--- config.mk ---
export PLATFORM = sky130hd
export DESIGN_NAME = pc_unit
export DESIGN_NICKNAME = d
export VERILOG_FILES = /design/src/rtl/cpu_pkg.sv /design/src/rtl/pc_redirect_slot.sv /design/src/rtl/pc_unit.sv
export SDC_FILE = /design/constraint.sdc
export NUM_CORES = 1
export LEC_CHECK = 0
export CAP_MARGIN = 5
export CORE_MARGIN = 3
export CORE_UTILIZATION = 47
export DETAILED_ROUTE_END_ITERATION = 7
export PLACE_DENSITY = 0.91
export REMOVE_ABC_BUFFERS = 1
export SYNTH_ARGS = -nofsm -noshare
export SYNTH_HDL_FRONTEND = slang
export SYNTH_SLANG_ARGS = --single-unit
--- constraint.sdc ---
create_clock -name clk -period 2.3 [get_ports clk]
set_input_delay 0.345 -clock clk [delete_from_list [all_inputs] [get_ports clk]]
set_output_delay 0.345 -clock clk [all_outputs]
set_load 0.05 [all_outputs]
--- src/rtl/cpu_pkg.sv ---
// rtl/cpu_pkg.sv - shared fetch-stage constants: vectors, redirect priorities, PC FSM encoding
package cpu_pkg;

    localparam logic [31:0] RESET_VECTOR_DEF = 32'h0000_3000;
    localparam logic [31:0] EXC_VECTOR_DEF   = 32'h0000_4180;

    typedef logic [1:0] prio_t;

    localparam prio_t PRIO_BR   = 2'd0;
    localparam prio_t PRIO_ERET = 2'd1;
    localparam prio_t PRIO_EXC  = 2'd2;

    localparam logic [0:0] ST_RUN  = 1'b0;
    localparam logic [0:0] ST_PEND = 1'b1;

endpackage

--- src/rtl/pc_redirect_slot.sv ---
// rtl/pc_redirect_slot.sv - one-entry pending redirect register, overwritten only by a strictly higher priority
module pc_redirect_slot
    import cpu_pkg::*;
#(
    parameter int WIDTH = 32
) (
    input  logic             clk,
    input  logic             reset,
    input  logic             clear,
    input  logic             offer,
    input  prio_t            offer_prio,
    input  logic [WIDTH-1:0] offer_target,
    output logic [WIDTH-1:0] slot_target
);

    logic  slot_valid;
    prio_t slot_prio;
    logic  accept;

    // An empty slot takes any offer; a full one keeps the older request on a tie.
    assign accept = offer && (!slot_valid || (offer_prio > slot_prio));

    always_ff @(posedge clk) begin
        if (!reset) begin
            slot_valid  <= 1'b0;
            slot_prio   <= PRIO_BR;
            slot_target <= '0;
        end else if (clear) begin
            slot_valid  <= 1'b0;
            slot_prio   <= PRIO_BR;
        end else if (accept) begin
            slot_valid  <= 1'b1;
            slot_prio   <= offer_prio;
            slot_target <= offer_target;
        end
    end

endmodule

--- src/rtl/pc_unit.sv ---
// rtl/pc_unit.sv - fetch program counter with prioritised redirects and a pending slot for held cycles
module pc_unit
    import cpu_pkg::*;
#(
    parameter int               WIDTH        = 32,
    parameter logic [WIDTH-1:0] RESET_VECTOR = WIDTH'(RESET_VECTOR_DEF),
    parameter logic [WIDTH-1:0] EXC_VECTOR   = WIDTH'(EXC_VECTOR_DEF),
    parameter int               BUSY_W       = 3,
    parameter int               STEP         = 4
) (
    input  logic              clk,
    input  logic              reset,
    input  logic              stall_data,
    input  logic [BUSY_W-1:0] busy,
    input  logic              br_valid,
    input  logic [WIDTH-1:0]  br_target,
    input  logic              eret_req,
    input  logic [WIDTH-1:0]  epc,
    input  logic              exc_req,
    output logic [WIDTH-1:0]  pc,
    output logic [WIDTH-1:0]  pc_plus,
    output logic              pend_valid,
    output logic              misalign
);

    logic             hold;
    logic             req_live;
    prio_t            req_prio;
    logic [WIDTH-1:0] req_target;
    logic [0:0]       state;
    logic [WIDTH-1:0] slot_target;
    logic             slot_clear;
    logic             slot_offer;

    assign hold = stall_data | (|busy);

    // Exceptions never pend, so only eret and branch compete for the slot.
    assign req_live   = eret_req | br_valid;
    assign req_prio   = eret_req ? PRIO_ERET : PRIO_BR;
    assign req_target = eret_req ? epc : br_target;

    assign slot_clear = exc_req | ((state == ST_PEND) & ~hold);
    assign slot_offer = req_live & hold & ~exc_req;

    pc_redirect_slot #(
        .WIDTH(WIDTH)
    ) u_slot (
        .clk         (clk),
        .reset       (reset),
        .clear       (slot_clear),
        .offer       (slot_offer),
        .offer_prio  (req_prio),
        .offer_target(req_target),
        .slot_target (slot_target)
    );

    always_ff @(posedge clk) begin
        if (!reset) begin
            pc    <= RESET_VECTOR;
            state <= ST_RUN;
        end else if (exc_req) begin
            pc    <= EXC_VECTOR;
            state <= ST_RUN;
        end else begin
            case (state)
                ST_RUN: begin
                    if (!hold) begin
                        pc <= req_live ? req_target : pc_plus;
                    end else if (req_live) begin
                        state <= ST_PEND;
                    end
                end
                default: begin
                    // Release edge: requests arriving now are dropped in favour of the pended one.
                    if (!hold) begin
                        pc    <= slot_target;
                        state <= ST_RUN;
                    end
                end
            endcase
        end
    end

    assign pc_plus    = pc + WIDTH'(STEP);
    assign pend_valid = (state == ST_PEND);
    assign misalign   = |pc[1:0];

endmodule

==> impl_metrics.toml <==
[cts]
clockBufferDepth = 2
cts_htree_levels = 3
cts_buffers = 9
cts_tree = "built"
ctsHoldBuffers = 0
cts_root_buffer = "clkbuf_8"
cts_sinks = 67
clk_pin_slew_ns = 0.08
insertion_delay_ns = 0.36

[global_routing]
grt_pass1_vias = 5525
grt_pass1_wl_mm = 28.9
antenna_found_initial = 2
grt_max_degree = 54
grt_usage_pct = 34.8
grt_overflow = 0

[sta]
skew_ns = 0.00751
tightest_slew_ns = 0.846
fin_crit_sh_pct = 109
hold_violations = 0
setup_ws_ns = -0.197
rsz0062_at_grt = "true"
max_slew_margin_pct = 43.6
setup_viol = 20
slew_viol_final = 0
min_period_ns = 2.50
hold_slack_ns = 0.501
fmax_mhz = 400

[worst_setup_path]
worstPathMaxFanout = 3
end_kind = "flip-flop"
cp.arrival_ns = 2.73
critPathRequiredTime_ns = 2.54
start_kind = "flip-flop"
crit_type = "reg2reg"

[synth]
ys.flop_type = "dfxtp_1"
async_flop_share_pct = 0
yosys_register_bits = 67
synth_area_leaders = "dfxtp_1 (30%), mux2i_1 (8.3%), nand2_1 (7.3%)"
synth_top_area_share_pct = 30.2
syn_area_um2 = 4440
synthDistinctLibCells = 56
synthCells = 565
avgSynthCellArea_um2 = 7.86
synth_area_leader_cell = "dfxtp_1"
yosysSeqAreaShare_pct = 30.2
synth_edf_count = 0
synth_warnings = 0

[power]
power.total_mw = 2.92
switching_share_pct = 32.5
cellLeakagePower_nw = 3.06
p_int_mw = 1.97
power_frac_seq_pct = 43.8
clockPowerShare_pct = 29.7
p_comb_share_pct = 26.5
power_switching_mw = 0.949
pwr_density_cell_nw_per_um2 = 406
vdd_drop_max_mv = 0.303

[die]
rows = 34
dieWidth_um = 103
core_area_um2 = 8930
initial_core_util_pct = 49.7
fp.dieH_um = 103
ioPinCount = 139
dieArea_um2 = 10700

[detailed_routing]
drtPass1Iterations = 8
post-route-drc-count = 53
drt_iter0_drc = 1133
num_vias = 6134
drt.antenna.violating_nets = 0
via_per_inst = 7.23
wire_per_inst_um = 25.7
wl_mm = 21.8

[finish]
syn_to_final_growth_pct = 61.6
nNetsFinal = 811
stdcell_count = 848
seqCellArea_um2 = 1390
fill_cells = 458
multi_input_area_um2 = 3260
drive_above_1_share_pct = 26.5

[run]
drv_cap = 0

[outcome]
status = "complete, but fails checks"
violations = "design-rule violations, negative setup slack"

[worst_hold_path]
hold_class = "reg2reg"

[placement]
io_buffers = 138
dp_hpwl_mm = 11.5
dp_slack_ns = -0.0309
dp.cells = 804
gp_congestion = 0.971
-- metal layers --
metal	GRT usage (%)	share of wire, %	vias to the layer above	wire (um)
met5	0	0.16	-	34
met4	20.8	8.9	2	1940
met3	8.38	14	246	3000
met2	56.4	44	717	9640
met1	41.9	33	2738	7210
li1	-	-	2431	-
-- Yosys cell counts, drive strengths merged, types with 6 or more instances --
cell type and count:
a211oi 6, a21oi 28, a22oi 17, and3 7
buf 10, clkbuf 41, dfxtp 67, mux2i 37
nand2 86, nand3 18, nand4 12, nor2 30
nor3 19, nor4 6, o211a 32, o211ai 8
o21ai 39, o221ai 6, o22ai 16, xnor2 16
xor2 12
-- metrics by stage --
stage	TNS, ns	area, um2	util (%)
floorplan	-97.10	4230	-
global placement	0	6360	71.1
detailed placement	-0.0495	6360	71.1
CTS	-0.0348	6870	76.9
global route	-2.80	7170	80.3
finish	-1.86	7170	80.3
-- worst paths after layout --
| path | start | end | slack, ns | cells past startpoint |
|---|---|---|---|---|
| min reg2reg | u_slot.slot_target[19] | u_slot.slot_target[19] | 0.50 | 1 |
| min | u_slot.slot_target[19] | u_slot.slot_target[19] | 0.50 | 1 |
| max reg2reg | pc[2] | pc[28] | -0.20 | 9 |
| max | pc[2] | pc[28] | -0.20 | 9 |
-- power groups by stage --
stage               Combinational (mW)  Clock [mW]  Sequential [mW]
global route                     0.805       0.898             1.28
floorplan                        0.292           0             1.34
detailed placement               0.701           0             1.30
finish                           0.773       0.867             1.28
CTS                              0.713       0.815             1.27
global placement                 0.676           0             1.29
-- logic make-up (layout without fill, tap and decap cells) --
group / Yosys count / after routing / share of synthesized area [%]
and+or+nand+nor: 202 / 202 / 22.6
AOI/OAI and AO/OA: 172 / 172 / 27.5
DFF: 67 / 67 / 30.2
buffers and inverters: 56 / 230 / 5.07
muxes: 39 / 39 / 8.85
xor gates and xnor gates: 28 / 28 / 5.52
adders and majority gates: 1 / 1 / 0.282
other: 0 / 1 / 0
-- cell usage in the layout, fill, tap and decap left out, types with 14 or more instances in the layout --
cell type / Yosys / routed
a21oi_1: 28 / 28
a22oi_1: 17 / 17
buf_12: 0 / 26
buf_4: 2 / 72
clkdlybuf4s50_1: 0 / 108
dfxtp_1: 67 / 48
mux2i_1: 37 / 37
nand2_1: 86 / 83
nand3_1: 17 / 14
nor2_1: 30 / 27
o211a_1: 32 / 32
o21ai_0: 39 / 39
o22ai_1: 16 / 16
-- final cells by class --
type | instances | share of cell area [%]
Antenna cell | 1 | 0.0349
Clock buffer | 13 | 2.08
Inverter | 5 | 0.262
Multi-Input combinational cell | 442 | 45.5
Sequential cell | 67 | 19.3
Tap cell | 108 | 1.88
Timing Repair Buffer | 212 | 30.9
-- what timing repair did --
item                       CTS  global route
resized for setup           59            39
pin swaps                   14            19
cloned                       0             0
setup endpoints to repair   17            19
buffers inserted            14            16
-- flip-flops by register name (all words and copies together), names as in the netlist, named ones only --
register            count
pc                     30
pend_valid              1
u_slot.slot_prio        1
u_slot.slot_target     32
u_slot.slot_valid       1
-- worst max-delay path, stage by stage (launching register included) --
cell and delay, ns:
dfxtp_4 0.39, ha_4 0.15, nand4_1 0.22, nor3_4 0.26, buf_4 0.14, and3_4 0.23, buf_4 0.12, buf_4 0.11
mux2_2 0.39, nor3_1 0.35
(Power assumes the default switching activity.)
